===== src/rtl/spi_flash_arbiter.sv =====
// spi_flash_arbiter
//   Shares one spi_flash_reader command/data interface between N_REQ requesters.
//   Requests are granted round-robin, one read at a time. Each read runs to
//   completion before the next grant. Read bytes are steered back to the
//   requester that issued the read.
//
//   state | meaning
//   ------+-----------------------------------------------------------------
//   IDLE  | reader ready and a request pending -> latch winner, addr and len
//   ISSUE | fr_go and req_ack pulse for the granted requester
//   BUSY  | bytes stream back to the granted requester until fr_rdy returns
//   DONE  | req_done pulse; round-robin pointer moves past the granted requester
//
// Ports
//   clk_i, rst_i    system clock, asynchronous active-high reset
//   req_addr_i      24-bit byte address per requester, requester i at [24*i+:24]
//   req_len_i       byte count minus one per requester, requester i at [16*i+:16]
//   req_valid_i     request, held with addr/len until req_ack_o
//   req_ack_o       1-cycle pulse: request accepted
//   req_done_o      1-cycle pulse: last byte of the read delivered
//   rsp_data_o      read byte (fr_data_i passthrough)
//   rsp_valid_o     rsp_data_o valid for requester i
//   fr_addr_o/fr_len_o/fr_go_o, fr_rdy_i/fr_data_i/fr_valid_i   flash reader side
//   err_o           sticky byte-count mismatch flag (SPI_FLASH_ARB_CHECK_EN only)
//
// Configuration
//   SPI_FLASH_ARB_CHECK_EN  adds a byte counter and the err_o port.

module spi_flash_arbiter #(
    parameter int N_REQ = 2
) (
    input  logic                  clk_i,
    input  logic                  rst_i,
    input  logic [24*N_REQ-1:0]   req_addr_i,
    input  logic [16*N_REQ-1:0]   req_len_i,
    input  logic [N_REQ-1:0]      req_valid_i,
    output logic [N_REQ-1:0]      req_ack_o,
    output logic [N_REQ-1:0]      req_done_o,
    output logic [7:0]            rsp_data_o,
    output logic [N_REQ-1:0]      rsp_valid_o,
    output logic [23:0]           fr_addr_o,
    output logic [15:0]           fr_len_o,
    output logic                  fr_go_o,
    input  logic                  fr_rdy_i,
    input  logic [7:0]            fr_data_i,
    input  logic                  fr_valid_i
`ifdef SPI_FLASH_ARB_CHECK_EN
    ,
    output logic                  err_o
`endif
);

    localparam int PTR_W = (N_REQ > 2) ? 2 : 1;

    localparam logic [1:0] S_IDLE  = 2'd0;
    localparam logic [1:0] S_ISSUE = 2'd1;
    localparam logic [1:0] S_BUSY  = 2'd2;
    localparam logic [1:0] S_DONE  = 2'd3;

    logic [1:0]       state_q, state_d;
    logic [PTR_W-1:0] grant_q, grant_d;
    logic [PTR_W-1:0] rr_q, rr_d;
    logic [23:0]      fr_addr_q, fr_addr_d;
    logic [15:0]      fr_len_q, fr_len_d;

    logic [PTR_W-1:0] winner;
    logic             found;
    logic [N_REQ-1:0] grant_oh;
    logic             issue_go;

    function automatic logic [PTR_W-1:0] wrap_idx(input logic [PTR_W-1:0] base, input int off);
        int s;
        s = int'(base) + off;
        if (s >= N_REQ) s = s - N_REQ;
        return PTR_W'(s);
    endfunction

    // First pending requester at or above the rr pointer, wrapping to 0.
    always_comb begin
        logic [PTR_W-1:0] cand;
        winner = rr_q;
        found  = 1'b0;
        cand   = rr_q;
        for (int k = 0; k < N_REQ; k++) begin
            cand = wrap_idx(rr_q, k);
            if (!found && req_valid_i[cand]) begin
                winner = cand;
                found  = 1'b1;
            end
        end
    end

    assign grant_oh = {{(N_REQ-1){1'b0}}, 1'b1} << grant_q;

    // A requester that withdraws between the grant and the ack is not
    // acknowledged and the reader is never started.
    assign issue_go = (state_q == S_ISSUE) && req_valid_i[grant_q];

    always_comb begin
        state_d   = state_q;
        grant_d   = grant_q;
        rr_d      = rr_q;
        fr_addr_d = fr_addr_q;
        fr_len_d  = fr_len_q;
        case (state_q)
            S_IDLE: begin
                if (fr_rdy_i && found) begin
                    grant_d   = winner;
                    fr_addr_d = req_addr_i[24*winner +: 24];
                    fr_len_d  = req_len_i[16*winner +: 16];
                    state_d   = S_ISSUE;
                end
            end
            S_ISSUE: begin
                state_d = issue_go ? S_BUSY : S_IDLE;
            end
            S_BUSY: begin
                if (fr_rdy_i) state_d = S_DONE;
            end
            S_DONE: begin
                rr_d    = (grant_q == PTR_W'(N_REQ-1)) ? '0 : grant_q + 1'b1;
                state_d = S_IDLE;
            end
            default: state_d = S_IDLE;
        endcase
    end

    always_ff @(posedge clk_i or posedge rst_i) begin
        if (rst_i) begin
            state_q   <= S_IDLE;
            grant_q   <= '0;
            rr_q      <= '0;
            fr_addr_q <= '0;
            fr_len_q  <= '0;
        end else begin
            state_q   <= state_d;
            grant_q   <= grant_d;
            rr_q      <= rr_d;
            fr_addr_q <= fr_addr_d;
            fr_len_q  <= fr_len_d;
        end
    end

    assign fr_go_o     = issue_go;
    assign fr_addr_o   = fr_addr_q;
    assign fr_len_o    = fr_len_q;
    assign req_ack_o   = issue_go ? grant_oh : '0;
    assign req_done_o  = (state_q == S_DONE) ? grant_oh : '0;
    assign rsp_data_o  = fr_data_i;
    // Bytes outside BUSY belong to no read of ours and are dropped.
    assign rsp_valid_o = ((state_q == S_BUSY) && fr_valid_i) ? grant_oh : '0;

`ifdef SPI_FLASH_ARB_CHECK_EN
    logic [16:0] cnt_q, cnt_d;
    logic        err_q, err_d;

    always_comb begin
        cnt_d = cnt_q;
        err_d = err_q;
        if (state_q == S_ISSUE) begin
            cnt_d = '0;
        end else if (state_q == S_BUSY && fr_valid_i) begin
            cnt_d = cnt_q + 17'd1;
        end else if (state_q == S_DONE) begin
            if (cnt_q != ({1'b0, fr_len_q} + 17'd1)) err_d = 1'b1;
        end
    end

    always_ff @(posedge clk_i or posedge rst_i) begin
        if (rst_i) begin
            cnt_q <= '0;
            err_q <= 1'b0;
        end else begin
            cnt_q <= cnt_d;
            err_q <= err_d;
        end
    end

    assign err_o = err_q;
`endif

endmodule


===== config.mk =====
export PLATFORM = sky130hd
export DESIGN_NAME = spi_flash_arbiter
export DESIGN_NICKNAME = d
export VERILOG_FILES = /design/src/rtl/spi_flash_arbiter.sv
export SDC_FILE = /design/constraint.sdc
export NUM_CORES = 1
export LEC_CHECK = 0
export CAP_MARGIN = 20
export CORE_ASPECT_RATIO = 0.9
export CORE_MARGIN = 2
export CORE_UTILIZATION = 37
export CTS_BUF_LIST = sky130_fd_sc_hd__clkbuf_16
export DETAILED_ROUTE_END_ITERATION = 6
export PLACE_DENSITY = 0.85
export SETUP_SLACK_MARGIN = 0.15
export SYNTH_ARGS = -nofsm -noshare
export SYNTH_HDL_FRONTEND = slang
export SYNTH_SLANG_ARGS = --single-unit

===== constraint.sdc =====
create_clock -name clk_i -period 4.4 [get_ports clk_i]
set_clock_uncertainty 0.15 [all_clocks]
set_input_delay 1.1 -clock clk_i [delete_from_list [all_inputs] [get_ports clk_i]]
set_output_delay 1.1 -clock clk_i [all_outputs]
set_load 0.01 [all_outputs]

==> reports/summary.txt <==
DIE AREA: 6230 sq um
post-synthesis cell count: 255
area of the mapped netlist: 2080 sq um
WHS: 0.395 ns
DRT Pass-1 Iters: 4
largest net degree at the start of global routing: 54
dpl hpwl: 4320 um
Die Y: 75.1 um
TritonCTS clock tree: yes
initial antenna violation count: 0
synthesized net count: 349
htree depth: 2
Critical Path Start Type: input port
ANT nets after route: 0
GRT busiest layer: met2
vias in the first global route: 2,073
CTS Buf Count: 5
Synth Flop Type: dfrtp_1
pwr/cell area: 574 nW/um^2
grt ovf: 0
M3 GR Usage: 0.0504
share of cells above drive strength 1: 0.0374
Worst Path Required: 3.15 ns
top-level port count: 149
post-CTS sizing: 0
Crit path largest cell delay: 0.60 ns
Slew Viols, Final: 0
GR Util met1: 0.218
Worst Setup Path Type: in2out
clk root buf: clkbuf_16
vias per cell: 4.84
Max Clock Freq: 263 MHz
synthesis warning total: 0
Post-Place Cells: 434
unrepaired setup endpoints after global routing: no
top cells by count, synth: nand2_1, nor2_1, dfrtp_1
Critical Path AT: 2.55 ns
Post-synth ARST share: 1.00
count leader, synth: nand2_1
starting density of the core: 0.389
port bufs: 132
Total GRT Usage: 0.187
CORE AREA: 5350 sq um
Post-synth EDFFs: 0
Layout Cells excl Fill: 441
DRT iter0 DRCs: 87
Multi-input gate area: 861 sq um
status: finished, final reports clean
Filler Cells Inserted: 466
Clock transition at path regs: 0.06 ns
Routed WL per cell: 13.2 um
# diodes: 0
most used cell, CP: clkdlybuf4s50_1
Crit. End Element: output pin
number of max-cap violations: 0
area leader, netlist: dfrtp_1
Yosys cell types: 17
leakage: 1.46 nW
global routing usage on met2: 0.349
CTS Sinks: 44
peak supply drop: 309 uV
setup TNS: 0 ns
via count: 2,135
Area Growth Syn to Fin: 70.0%
gp weighted congestion: 0.806
post-synthesis average cell area: 8.15 sq um
period utilization: 0.864
flop and latch count out of synthesis: 44
cell row count: 25
hold_buf cts: 0
Synth top area share: 0.530
Tmin final: 3.80 ns
first-pass GRT wire length: 9400 um
Hold Path Class: reg2reg
Tightest Pin Transition: 0.895 ns
FF+latch area: 1100 sq um
# nets final: 468
slew margin rel.: 0.402
Post-CTS Setup Repair Bufs: 0
Remaining DRCs: 0
sequential fraction of the synthesis area: 0.530
width of the chip: 83 um
Worst-Skew Late Latency: 0.27 ns
Critical path buffers and inverters: 2
top post-synthesis cells by area: dfrtp_1, nand2_1, a31oi_1
Crit-path slowest cell: clkdlybuf4s50_1
Final Hold Vio Count: 0
Crit path max-delay family: buffers and inverters
Worst Path Max Fanout: 5
drt total wl: 5820 um
worst-path cell chain: clkdlybuf4s50_1 -> nand2_1 -> a21oi_1 -> clkdlybuf4s50_1
Final Setup Violations: 0
CTS max path bufs: 2
## cell type report
type | instances | area share
Inverter | 1 | 0.00106
Clock inverter | 2 | 0.00212
Sequential cell | 44 | 0.312
Timing Repair Buffer | 136 | 0.382
Tap cell | 67 | 0.0237
Clock buffer | 5 | 0.0354
Multi-Input combinational cell | 186 | 0.244
## worst register-to-register path: stages, from the launching register on
cell	delay, ns
dfrtp_1	0.39
nor2b_1	0.28
a21o_1	0.47
buf_4	0.39
nand2_1	0.10
a31oi_1	0.19
## per-stage QoR
| stage | utilization | area [sq um] | setup slack [ns] | power [mW] |
|---|---|---|---|---|
| floorplan | - | 2080 | 1.74 | 1.17 |
| global route | 0.661 | 3530 | 0.498 | 2.18 |
| finish | 0.661 | 3530 | 0.598 | 2.03 |
| global placement | 0.636 | 3400 | 0.658 | 1.69 |
| detailed placement | 0.636 | 3400 | 0.625 | 1.72 |
| CTS | 0.661 | 3530 | 0.606 | 2.06 |
## worst paths after layout
check / start / endpoint / slack, ns / cells after the start
worst max-delay path: req_valid_i[1] / fr_go_o / 0.60 / 4
worst min-delay path: fr_addr_o[23] / fr_addr_o[23] / 0.40 / 2
worst max register to register: rr_q / fr_addr_o[1] / 2.34 / 5
worst min register to register: fr_addr_o[23] / fr_addr_o[23] / 0.40 / 2
max in group asynchronous: rst_i / fr_addr_o[15] / 2.35 / 2
min in group asynchronous: rst_i / fr_addr_o[21] / 1.20 / 2
## cell families after synthesis
group / count (synthesis) / share of synthesized area
mux: 1 / 0.00542
simple gates: 141 / 0.272
buf+inv: 25 / 0.0614
flops: 44 / 0.530
compound gates: 44 / 0.131
## registers in the layout, indices dropped and copies added (netlist names), named ones only
name,cells
state_q,1
grant_q,1
fr_len_o,16
fr_addr_o,24
rr_q,1
## per-layer routing
| layer | wire length, um | vias up | share of wire |
|---|---|---|---|
| met5 | 0 | - | 0 |
| met4 | 40 | 0 | 0.0069 |
| met3 | 379 | 4 | 0.065 |
| met2 | 2950 | 79 | 0.51 |
| met1 | 2450 | 981 | 0.42 |
| li1 | - | 1071 | - |
## cells in the final DEF (no fill, tap or decap)
cell             synthesis  routed
a21oi_4                  0       1
a21oi_1                  3       2
nor2_1                  47      47
a21o_1                   1       1
dfrtp_1                 44      44
clkinv_1                 0       2
inv_2                    0       1
a31oi_1                 40      40
or2_2                    1       1
nand2_1                 83      83
nand2b_1                 4       4
nor2b_1                  2       2
nor3_1                   1       1
clkbuf_16                0       5
clkdlybuf4s50_1          0     132
nor3_4                   1       1
buf_4                    8       4
mux2_2                   1       1
and3_1                   2       2
## report_power, final
group | switching, mW | total (mW) | internal [mW] | leakage (nW)
Sequential | 0.114 | 0.714 | 0.600 | 0.491
Clock | 0.131 | 0.334 | 0.203 | 0.0648
Combinational | 0.437 | 0.981 | 0.544 | 0.906
Total | 0.682 | 2.03 | 1.35 | 1.46
Power figures use the tool's default switching activity.
==> edit: new RTL, same settings <==
Build with the macro `SPI_FLASH_ARB_CHECK_EN` defined.
--- a/src/rtl/spi_flash_arbiter.sv
+++ b/src/rtl/spi_flash_arbiter.sv
@@ -25,6 +25,8 @@
 //
 // Configuration
 //   SPI_FLASH_ARB_CHECK_EN  adds a byte counter and the err_o port.
+
+`define SPI_FLASH_ARB_CHECK_EN
 
 module spi_flash_arbiter #(
     parameter int N_REQ = 2
Check against the original RTL (old outputs only; new: err_o): equivalent (equiv_simple and equiv_induct, registers matched by name and starting in step).
==> edit against the original RTL <==
- total power is 42% higher
- via count up 53%
- cell area up 46%
- global-route usage is 0.62 points lower
- wire length grew 59%
- fmax decreased by 2.7%
- synthesized area grew 67%
- setup slack lost 110 ps
- sequential cell count rose by 18
- sequential share of layout area down 1.1 points
- critical endpoint unchanged
==> edit: results (changes against the original RTL) <==
- Result of the run: completed
- Maximum number of pins on one net before global-route repair: 82 (+52%)
- Largest incremental delay on the critical path: 630 ps (+30 ps)
- Number of buffers created by CTS: 9 (+4)
- Layout cell share with drive strength beyond 1: 4.17% (+0.43 points)
- Number of library cell types mapped by synthesis: 44 (+27)
- Global-route wire length before repair: 14600 µm (+55%)
- Total global-route track usage: 18.1% (-0.62 points)
- Total leakage power: 0.00219 µW (+50%)
- Worst-path fanout max: 4 (-1)
- Number of global-route vias before repair: 3135 (+51%)
- List of most frequent post-synthesis cells: sky130_fd_sc_hd__dfrtp_1, sky130_fd_sc_hd__nand2_1, sky130_fd_sc_hd__o21ai_0
- Count of buffers inserted at the top-level ports: 133 (+0.76%)
- Detailed-placement wirelength estimate: 6890 µm (+59%)
- Beginning of the worst hold path: fr_addr_o[11]$_DFFE_PP0P_
- Maximum frequency from static timing analysis: 0.256 GHz (-2.7%)
- Destination of the worst register-to-register timing path: err_o$_DFFE_PP0P_
- Cell types with the largest area share after synthesis: sky130_fd_sc_hd__dfrtp_1, sky130_fd_sc_hd__mux2i_1, sky130_fd_sc_hd__o21ai_0
- Count of vias placed by the detailed router: 3257 (+53%)
- Setup WS pre-CTS: 490 ps (-135 ps)
- Highest ir drop seen on vdd: 0.000310 V (+0.17%)
- Detailed Route Iter0 Violations: 125 (+44%)
- Total iterations of the first detailed-routing run: 5 (+1)
- Clock latency on the worst-skew pair: 320 ps (+50 ps)
- Nets: 594 (+27%)
- Worst-case hold path end point: fr_addr_o[11]$_DFFE_PP0P_
- Launching instance or port of the critical path: req_valid_i[0]
- Clk buf depth: 2 (unchanged)
- Start of the worst register-to-register path: fr_len_o[3]$_DFFE_PP0P_
- Worst R2R Setup Slack: 2000 ps (-340 ps)
- Post-synthesis area per instance: 9.19 µm² (+13%)
- Mapped Nets: 473 (+36%)
- R2R cell count: 6 (+1)
- Post-DR wirelength/cell: 14.8 µm (+12%)
- Critical path arrival: 2660 ps (+110 ps)
- Average vias per placed instance: 5.21 (+7.6%)
- Final GP Congestion: 0.906 (+12%)
[edit: per-stage QoR]
stage | hold WS, ps | power, µW | utilization (%)
6_report | 324 | 2890 | 56.5
3_3_place_gp | 311 | 2180 | 53.2
3_5_place_dp | 320 | 2230 | 53.2
5_1_grt | 349 | 3080 | 56.5
4_1_cts | 330 | 2910 | 56.3
2_1_floorplan | 323 | 1590 | -
[edit: power by group]
group / internal [µW] / switching [µW] / total, µW / leakage (µW)
clock: 429 / 242 / 670 / 0.000143
sequential: 777 / 240 / 1020 / 0.000790
combinational: 664 / 538 / 1200 / 0.00125
total: 1870 / 1020 / 2890 / 0.00219
[edit: logic make-up after synthesis]
kind of cell    share of synthesized area [%]
xor+xnor                                 5.31
simple gates                             18.7
flops                                    44.8
mux                                      12.2
fa+ha+maj                               0.722
buf+inv                                  4.84
compound gates                           13.4
[edit: cell type report]
| class | instances | area, µm² |
|---|---|---|
| clock buffer | 9 | 225 |
| inverter | 5 | 18.8 |
| timing repair buffer | 137 | 1390 |
| fill | 790 | 3970 |
| sequential | 62 | 1550 |
| multi-input combinational | 283 | 1770 |
| tap | 122 | 153 |
| clock inverter | 7 | 57.6 |
[edit: routing by layer]
metal | share of wire [%] | up-vias | wire length, µm | GRT usage (%)
met3 | 8.4 | 6 | 781 | 7.38
met2 | 51 | 130 | 4760 | 32.5
met1 | 39 | 1539 | 3640 | 20.8
met5 | 0 | - | 0 | 0
li1 | - | 1582 | - | -
met4 | 0.82 | 0 | 76 | 2.96
[edit: worst reg2reg max path: cells and delay by family, from the launching register on]
kind	cells	cell delay [ps]
simple gates	3	1070
compound gates	3	560
flops	1	500
